===== src/rtl/tl_client_arbiter_2to1.sv =====
// ---------------------------------------------------------------------------
// tl_client_arbiter_2to1
//   Shares one downstream TileLink-UL port (A request, D response) between
//   two upstream clients.
//   - A channel: round-robin grant, held for a whole multi-beat message.
//   - The downstream source ID is {client index, client source}.
//   - D beats are steered back by the source MSB, which is stripped on return.
//
// Ports
//   clock, reset          single clock; asynchronous active-high reset
//   inN_a_*  (N = 0,1)    client A request (valid/ready + bits)
//   inN_d_*               client D response (valid/ready + bits)
//   out_a_*               downstream A request, source is SRC_W+1 bits
//   out_d_*               downstream D response, source is SRC_W+1 bits
//   perf_msgs0/1, perf_stall   32-bit counters, present only when
//                              TL_ARB_PERF_EN is defined
//
// Optional build macro: TL_ARB_PERF_EN
// ---------------------------------------------------------------------------
module tl_client_arbiter_2to1 #(
    parameter int unsigned SRC_W  = 7,
    parameter int unsigned ADDR_W = 29,
    parameter int unsigned DATA_W = 64
) (
    input  logic                clock,
    input  logic                reset,
    // client 0, A channel
    input  logic                in0_a_valid,
    output logic                in0_a_ready,
    input  logic [2:0]          in0_a_bits_opcode,
    input  logic [2:0]          in0_a_bits_param,
    input  logic [3:0]          in0_a_bits_size,
    input  logic [SRC_W-1:0]    in0_a_bits_source,
    input  logic [ADDR_W-1:0]   in0_a_bits_address,
    input  logic [DATA_W/8-1:0] in0_a_bits_mask,
    input  logic [DATA_W-1:0]   in0_a_bits_data,
    input  logic                in0_a_bits_corrupt,
    // client 0, D channel
    output logic                in0_d_valid,
    input  logic                in0_d_ready,
    output logic [2:0]          in0_d_bits_opcode,
    output logic [1:0]          in0_d_bits_param,
    output logic [3:0]          in0_d_bits_size,
    output logic [SRC_W-1:0]    in0_d_bits_source,
    output logic                in0_d_bits_sink,
    output logic                in0_d_bits_denied,
    output logic [DATA_W-1:0]   in0_d_bits_data,
    output logic                in0_d_bits_corrupt,
    // client 1, A channel
    input  logic                in1_a_valid,
    output logic                in1_a_ready,
    input  logic [2:0]          in1_a_bits_opcode,
    input  logic [2:0]          in1_a_bits_param,
    input  logic [3:0]          in1_a_bits_size,
    input  logic [SRC_W-1:0]    in1_a_bits_source,
    input  logic [ADDR_W-1:0]   in1_a_bits_address,
    input  logic [DATA_W/8-1:0] in1_a_bits_mask,
    input  logic [DATA_W-1:0]   in1_a_bits_data,
    input  logic                in1_a_bits_corrupt,
    // client 1, D channel
    output logic                in1_d_valid,
    input  logic                in1_d_ready,
    output logic [2:0]          in1_d_bits_opcode,
    output logic [1:0]          in1_d_bits_param,
    output logic [3:0]          in1_d_bits_size,
    output logic [SRC_W-1:0]    in1_d_bits_source,
    output logic                in1_d_bits_sink,
    output logic                in1_d_bits_denied,
    output logic [DATA_W-1:0]   in1_d_bits_data,
    output logic                in1_d_bits_corrupt,
    // downstream A channel
    output logic                out_a_valid,
    input  logic                out_a_ready,
    output logic [2:0]          out_a_bits_opcode,
    output logic [2:0]          out_a_bits_param,
    output logic [3:0]          out_a_bits_size,
    output logic [SRC_W:0]      out_a_bits_source,
    output logic [ADDR_W-1:0]   out_a_bits_address,
    output logic [DATA_W/8-1:0] out_a_bits_mask,
    output logic [DATA_W-1:0]   out_a_bits_data,
    output logic                out_a_bits_corrupt,
    // downstream D channel
    input  logic                out_d_valid,
    output logic                out_d_ready,
    input  logic [2:0]          out_d_bits_opcode,
    input  logic [1:0]          out_d_bits_param,
    input  logic [3:0]          out_d_bits_size,
    input  logic [SRC_W:0]      out_d_bits_source,
    input  logic                out_d_bits_sink,
    input  logic                out_d_bits_denied,
    input  logic [DATA_W-1:0]   out_d_bits_data,
    input  logic                out_d_bits_corrupt
`ifdef TL_ARB_PERF_EN
    ,
    output logic [31:0]         perf_msgs0,
    output logic [31:0]         perf_msgs1,
    output logic [31:0]         perf_stall
`endif
);

    localparam int unsigned LG_BEAT = $clog2(DATA_W / 8);
    localparam int unsigned BEATS_W = 12 - LG_BEAT;

    typedef enum logic [1:0] {
        IDLE,
        HOLD,
        BURST
    } state_e;

    state_e             state_q, state_d;
    logic               grant_q, grant_d;
    logic               last_q,  last_d;
    logic [BEATS_W-1:0] beats_q, beats_d;

    logic               sel;
    logic               a_valid;
    logic               a_fire;
    logic [BEATS_W-1:0] first_rem;
    logic               d_idx;

    // In IDLE the grant is combinational (zero-cycle latency); in HOLD and
    // BURST the latched grant is forwarded unchanged.
    always_comb begin
        sel = grant_q;
        if (state_q == IDLE) begin
            if (in0_a_valid && in1_a_valid) sel = ~last_q;
            else if (in0_a_valid)           sel = 1'b0;
            else if (in1_a_valid)           sel = 1'b1;
            else                            sel = ~last_q;
        end
    end

    assign a_valid = !reset && (sel ? in1_a_valid : in0_a_valid);
    assign a_fire  = a_valid && out_a_ready;

    assign out_a_valid        = a_valid;
    assign out_a_bits_opcode  = sel ? in1_a_bits_opcode  : in0_a_bits_opcode;
    assign out_a_bits_param   = sel ? in1_a_bits_param   : in0_a_bits_param;
    assign out_a_bits_size    = sel ? in1_a_bits_size    : in0_a_bits_size;
    assign out_a_bits_source  = {sel, sel ? in1_a_bits_source : in0_a_bits_source};
    assign out_a_bits_address = sel ? in1_a_bits_address : in0_a_bits_address;
    assign out_a_bits_mask    = sel ? in1_a_bits_mask    : in0_a_bits_mask;
    assign out_a_bits_data    = sel ? in1_a_bits_data    : in0_a_bits_data;
    assign out_a_bits_corrupt = sel ? in1_a_bits_corrupt : in0_a_bits_corrupt;

    assign in0_a_ready = !reset && !sel && out_a_ready;
    assign in1_a_ready = !reset &&  sel && out_a_ready;

    // Beats remaining after the first beat of a message: only Put messages
    // wider than one beat carry data over several beats.
    always_comb begin
        first_rem = '0;
        if ((out_a_bits_opcode == 3'd0 || out_a_bits_opcode == 3'd1) &&
            ({28'd0, out_a_bits_size} > 32'(LG_BEAT))) begin
            first_rem = BEATS_W'((32'd1 << ({28'd0, out_a_bits_size} - 32'(LG_BEAT))) - 32'd1);
        end
    end

    always_comb begin
        state_d = state_q;
        grant_d = grant_q;
        last_d  = last_q;
        beats_d = beats_q;
        unique case (state_q)
            IDLE, HOLD: begin
                if (a_fire) begin
                    grant_d = sel;
                    if (first_rem == '0) begin
                        state_d = IDLE;
                        last_d  = sel;
                    end else begin
                        state_d = BURST;
                        beats_d = first_rem;
                    end
                end else if (a_valid) begin
                    state_d = HOLD;
                    grant_d = sel;
                end else begin
                    // a stalled client withdrawing valid releases the grant
                    state_d = IDLE;
                end
            end
            BURST: begin
                if (a_fire) begin
                    beats_d = beats_q - BEATS_W'(1);
                    if (beats_q == BEATS_W'(1)) begin
                        state_d = IDLE;
                        last_d  = grant_q;
                    end
                end
            end
            default: state_d = IDLE;
        endcase
    end

    always_ff @(posedge clock or posedge reset) begin
        if (reset) begin
            state_q <= IDLE;
            grant_q <= 1'b0;
            last_q  <= 1'b1;
            beats_q <= '0;
        end else begin
            state_q <= state_d;
            grant_q <= grant_d;
            last_q  <= last_d;
            beats_q <= beats_d;
        end
    end

    // D channel: purely combinational steering on the source MSB.
    assign d_idx       = out_d_bits_source[SRC_W];
    assign in0_d_valid = !reset && out_d_valid && !d_idx;
    assign in1_d_valid = !reset && out_d_valid &&  d_idx;
    assign out_d_ready = !reset && (d_idx ? in1_d_ready : in0_d_ready);

    assign in0_d_bits_opcode  = out_d_bits_opcode;
    assign in0_d_bits_param   = out_d_bits_param;
    assign in0_d_bits_size    = out_d_bits_size;
    assign in0_d_bits_source  = out_d_bits_source[SRC_W-1:0];
    assign in0_d_bits_sink    = out_d_bits_sink;
    assign in0_d_bits_denied  = out_d_bits_denied;
    assign in0_d_bits_data    = out_d_bits_data;
    assign in0_d_bits_corrupt = out_d_bits_corrupt;

    assign in1_d_bits_opcode  = out_d_bits_opcode;
    assign in1_d_bits_param   = out_d_bits_param;
    assign in1_d_bits_size    = out_d_bits_size;
    assign in1_d_bits_source  = out_d_bits_source[SRC_W-1:0];
    assign in1_d_bits_sink    = out_d_bits_sink;
    assign in1_d_bits_denied  = out_d_bits_denied;
    assign in1_d_bits_data    = out_d_bits_data;
    assign in1_d_bits_corrupt = out_d_bits_corrupt;

`ifdef TL_ARB_PERF_EN
    logic        msg_done;
    logic [31:0] msgs0_q, msgs1_q, stall_q;

    // a message completes when its final beat fires
    assign msg_done = a_fire &&
                      ((state_q != BURST && first_rem == '0) ||
                       (state_q == BURST && beats_q == BEATS_W'(1)));

    always_ff @(posedge clock or posedge reset) begin
        if (reset) begin
            msgs0_q <= '0;
            msgs1_q <= '0;
            stall_q <= '0;
        end else begin
            if (msg_done && !sel)             msgs0_q <= msgs0_q + 32'd1;
            if (msg_done &&  sel)             msgs1_q <= msgs1_q + 32'd1;
            if (a_valid && !out_a_ready)      stall_q <= stall_q + 32'd1;
        end
    end

    assign perf_msgs0 = msgs0_q;
    assign perf_msgs1 = msgs1_q;
    assign perf_stall = stall_q;
`endif

endmodule


===== config.mk =====
export PLATFORM = sky130hd
export DESIGN_NAME = tl_client_arbiter_2to1
export DESIGN_NICKNAME = d
export VERILOG_FILES = /design/src/rtl/tl_client_arbiter_2to1.sv
export SDC_FILE = /design/constraint.sdc
export NUM_CORES = 1
export LEC_CHECK = 0
export CAP_MARGIN = 25
export CORE_AREA = 2 2 243 245
export CTS_CLUSTER_DIAMETER = 80
export DETAILED_ROUTE_END_ITERATION = 6
export DIE_AREA = 0 0 245 247
export SYNTH_ARGS = -nofsm -noshare
export SYNTH_HDL_FRONTEND = slang
export SYNTH_SLANG_ARGS = --single-unit

===== constraint.sdc =====
create_clock -name clock -period 8.7 [get_ports clock]
set_input_delay 2.61 -clock clock [delete_from_list [all_inputs] [get_ports clock]]
set_output_delay 2.61 -clock clock [all_outputs]
set_load 0.005 [all_outputs]

== Word level (Yosys, flattened, before mapping) ==
Index checks and enable logic that the tools add are counted.

* $add $sub $neg: 3
* $lt $le $gt $ge: 1
* Equality and inequality tests: 9
* Shift-type cells: 1
* Multiplexer cells: 32
* Bitwise gates (word level): 1
* Reductions and logical operators: 26

{| class="wikitable"
|+ Operators by type and width
! operator !! count
|-
| $mux 64 || 1
|-
| $mux 9 || 4
|-
| $shl 1x32->9 const A || 1
|-
| $mux 29 || 1
|-
| $pmux 9 s2 || 1
|-
| $sub 9x1->9 const B || 2
|-
| $mux 1 || 14
|-
| $logic_and 1x1->1 || 12
|-
| $ne 2x2->1 const B || 5
|-
| $eq 9x1->1 const B || 1
|-
| $logic_not 9->1 || 1
|-
| $mux 2 || 4
|-
| $mux 8 || 1
|-
| $mux 7 || 1
|-
| $mux 3 || 2
|-
| $reduce_and 5->1 || 1
|-
| $sub 4x2->5 const B || 1
|-
| $gt 4x2->1 const B || 1
|-
| $mux 4 || 1
|-
| $pmux 2 s2 || 1
|-
| $reduce_and 2->1 || 2
|-
| $reduce_and 4->1 || 1
|-
| $reduce_bool 2->1 || 2
|-
| $eq 3x1->1 const B || 1
|-
| other kinds (9) || 11
|}

* Bits in registers: 13
* Bits of input ports: 330
* Output and inout port bits: 292

== Longest topological paths before layout ==
* Depth in word-level cells: 14
* Mapped depth: 23

== Least setup slack after synthesis ==
Ideal clock, no wire load.

* Kind: input-to-output
* Start point: input in1_a_valid
* End point: output out_a_bits_data[28]
* Arrival time: 4.259 ns
* Data required time: 6.090 ns
* Path slack: 1.831 ns
* Cell stages on the path: 7
* Path buffers: 3
* Path through: a21boi_0 -> o31ai_4 -> clkbuf_1 -> clkbuf_1 -> clkbuf_1 -> nand2_1 -> nand2_1

* Cells in the longest elaborated chain, start to end: 5
* Elaborated cells on any way between the ends: 6
* Those cells by class: 5 x mux; 1 x reduce/logical

{| class="wikitable"
|+ Ends and longest elaborated chain
! item !! RTL line !! text
|-
| from (decl) || 50 || <nowiki>input logic in1_a_valid,</nowiki>
|-
| $mux 1 || 128 || <nowiki>else if (in1_a_valid) sel = 1'b1;</nowiki>
|-
| $mux 1 || 127 || <nowiki>else if (in0_a_valid) sel = 1'b0;</nowiki>
|-
| $mux 1 * || 126 || <nowiki>if (in0_a_valid && in1_a_valid) sel = ~last_q;</nowiki>
|-
| $mux 1 * || 125 || <nowiki>if (state_q == IDLE) begin</nowiki>
|-
| $mux 64 * || 143 || <nowiki>assign out_a_bits_data = sel ? in1_a_bits_data : in0_a_bits_data;</nowiki>
|-
| to (decl) || 80 || <nowiki>output logic [DATA_W-1:0] out_a_bits_data,</nowiki>
|}

Every way passes the cells marked *; elsewhere a longest branch is shown, timed or not.

== Worst setup path in the final report ==
* Start point: input in1_a_valid
* End point: output out_a_bits_data[47]

The elaborated chain is that of the path after synthesis.

==> impl_results.md <==
* Outcome: finished clean
* Hold slack final at 0.489 ns
* Count of final setup violators at 0
* Max Slew Vio Count at 0
* Worst vdd ir at 0.000122 V
* Setup crit end kind: primary output
* EDFF count, synth at 0
* DRC viols at 0
* Die Span Y at 247 µm
* Root buf cell: clkbuf_16
* Die area at 0.0605 mm²
* Internal Power at 896 µW
* Max frequency at 127 MHz
* Setup WS pre-CTS at 0.779 ns
* Comb pwr share at 87.1%
* Worst-skew pair later-pin latency at 0.25 ns
* Asr flop ratio synth at 100%
* Synth Warn # at 0
* Horiz. Die Dim at 245 µm
* Worst slew pin tran at 0.827 ns
* Syn_area_per_cell at 5.65 µm²
* Drt first pass iters at 5
* Post-route setup TNS at 0 ns
* # port buffers at 372
* DP Wirelength at 19,800 µm
* Synthesized area at 0.00405 mm²
* Clk pwr share at 5.5%
* Syn Nets at 1,050
* TritonCTS Buffers at 3
* Postcts setup bufs at 0
* Pwr Total at 1620 µW
* GRT Total Usage at 6.77%
* Max Root-Sink Buffers at 2
* Most used DFF post-synth: dfrtp_1
* Max-cap violations at 0
* Hold Crit Class: flip-flop to flip-flop
* Switching fraction of total power at 44.8%
* Site Rows at 89
* Fin Clk Skew at 0.00312 ns
* Via-to-Cell Ratio at 3.05
* Nets at 1,238
* Crit Path Category: input pin to primary output
* Total number of vias at 5,114
* Seq/Total Area, Yosys at 8.07%
* Final worst-path cycle share at 90.6%
* Mapped Cells at 716
* Switching pwr at 728 µW
* Global-route wire length before repair at 30,000 µm
* Yosys cell types at 58
* Crit path DAT at 5.27 ns
* CTS Hold Bufs at 0
* Initial antenna violation count at 7
* Req. time, crit path at 6.09 ns
* Htree depth at 1
* Share of layout cells above drive strength 1 at 3.43%
* Pleak at 0.00312 µW
* Avg WL per Cell at 13.7 µm
* Register share of total power at 7.5%
* Clock-pin slew on the worst setup and hold paths at 0.05 ns
* Final antenna-violating net count at 0
* Routed WL at 22,900 µm
* GRT overflow at 0
* Tmin final at 7.88 ns
* CTS Sinks at 13
* Largest net degree at the start of global routing at 84
* DRT iter0 DRCs at 377
* Relative slew slack at 44.5%
* RD Place Congestion at 0.792
* Yosys reg bits at 13
* Resize count post-CTS at 0
* Io pins at 622
* CTS tree: yes
* Vias in the first global route at 4,816
* P&R area growth vs syn at 86.7%
* Core area at 0.0582 mm²
* Final WS setup at 0.816 ns
* RSZ-0062 raised after global routing: no
* PwrDens at 215 mW/mm²
* CP startpoint kind: input pin
* Initial Utilization at 6.95%
* Crit path max fanout at 83
* Final Hold Vio Count at 0
-- sequential cells by signal (all words and copies together) (netlist names) --
name,flops
beats_q,9
state_q,2
grant_q,1
last_q,1
-- layout make-up --
cell class | instances | area (µm²)
Fill cell | 6764 | 50700
Antenna cell | 2 | 5.00
Tap cell | 773 | 967
Inverter | 9 | 36.3
Clock inverter | 1 | 5.00
Multi-Input combinational cell | 496 | 2310
Clock buffer | 3 | 75.1
Timing Repair Buffer | 381 | 3830
Sequential cell | 13 | 327
-- cell usage after synthesis, types with 2 or more instances --
cell | n | area share (%)
nor2b_1 | 2 | 0.31
nor2_1 | 17 | 1.6
nand3_1 | 3 | 0.37
or3_1 | 3 | 0.46
o21ai_0 | 11 | 1.4
clkbuf_1 | 29 | 2.7
a21oi_1 | 8 | 0.99
o22ai_1 | 3 | 0.46
or4_1 | 2 | 0.37
nand4_1 | 2 | 0.31
a211oi_2 | 2 | 0.62
and3_1 | 4 | 0.62
o211ai_1 | 2 | 0.37
buf_2 | 2 | 0.25
xnor2_1 | 3 | 0.65
a21boi_0 | 2 | 0.37
nor3_1 | 5 | 0.62
dfrtp_1 | 12 | 7.4
a211o_1 | 2 | 0.43
nand2_1 | 364 | 34
a31oi_1 | 2 | 0.31
buf_4 | 167 | 31
nand2b_1 | 9 | 1.4
a22o_1 | 2 | 0.43
mux2_2 | 5 | 1.4
mux2i_1 | 4 | 0.99
ha_1 | 4 | 1.2
inv_1 | 8 | 0.74
xor2_1 | 3 | 0.65
or2_2 | 3 | 0.46
nor4b_1 | 2 | 0.43
nor4_1 | 3 | 0.46
-- power groups by stage --
stage          Combinational (µW)  Sequential, µW  Clock [µW]
3_3_place_gp                 1430             120           0
2_1_floorplan                 674             108           0
6_report                     1410             121        89.0
4_1_cts                      1430             120        90.9
5_1_grt                      1550             125        93.7
3_5_place_dp                 1420             121           0
-- cells in the final DEF, fill, tap and decap left out, types with 4 or more instances in the layout --
cell,instances
nor2_1,17
mux2i_1,4
inv_1,8
nand2_1,364
a21oi_1,8
nand2b_1,9
buf_4,6
o21ai_0,11
nor3_1,5
dfrtp_1,12
and3_1,4
mux2_2,5
ha_1,4
clkdlybuf4s50_1,372
-- layer usage --
layer / part of all wire, % / vias to the layer above / GRT usage [%]
met4: 5.5 / 4 / 3.73
met1: 38 / 2152 / 7.71
li1: - / 2464 / -
met3: 14 / 101 / 3.17
met2: 43 / 393 / 10.4
met5: 0.10 / - / 0
-- kinds of logic (layout without fill, tap and decap cells) --
| family | count (synthesis) | after routing | synth area share, % |
|---|---|---|---|
| XOR/XNOR | 6 | 6 | 1.30 |
| AND/OR/NAND/NOR | 424 | 424 | 42.1 |
| adder cells (fa/ha/maj) | 4 | 4 | 1.24 |
| multiplexers | 11 | 11 | 3.09 |
| flip-flops | 13 | 13 | 8.07 |
| AO/OA/AOI/OAI | 51 | 51 | 9.39 |
| buffers and inverters | 207 | 394 | 34.8 |
| other | 0 | 2 | 0 |
-- worst max-delay path: stages --
cell and delay, ns:
clkdlybuf4s50_1 0.51, a21boi_0 0.41, o31ai_4 0.15, inv_4 0.28, buf_12 0.32, buf_4 0.25
nand2_1 0.07, nand2_1 0.06, clkdlybuf4s50_1 0.50
-- metrics by stage --
stage | instances | utilization (%) | cell area (µm²)
5_1_grt | 1676 | 13.0 | 7550
3_5_place_dp | 1672 | 12.8 | 7470
6_report | 1678 | 13.0 | 7560
2_1_floorplan | 716 | - | 4050
4_1_cts | 1676 | 13.0 | 7550
3_3_place_gp | 1672 | 12.8 | 7470
-- path summary, 6_finish.rpt --
path | start | end | slack (ns) | depth (start not counted)
setup / recovery | in1_a_valid | out_a_bits_data[47] | 0.82 | 9
hold reg to reg | last_q | last_q | 0.49 | 2
max in group asynchronous | reset | last_q | 5.46 | 3
setup reg to reg | state_q[1] | beats_q[0] | 3.58 | 17
hold / removal | last_q | last_q | 0.49 | 2
min in group asynchronous | reset | beats_q[3] | 2.99 | 3
No activity file was read; power rests on OpenSTA's default activity.
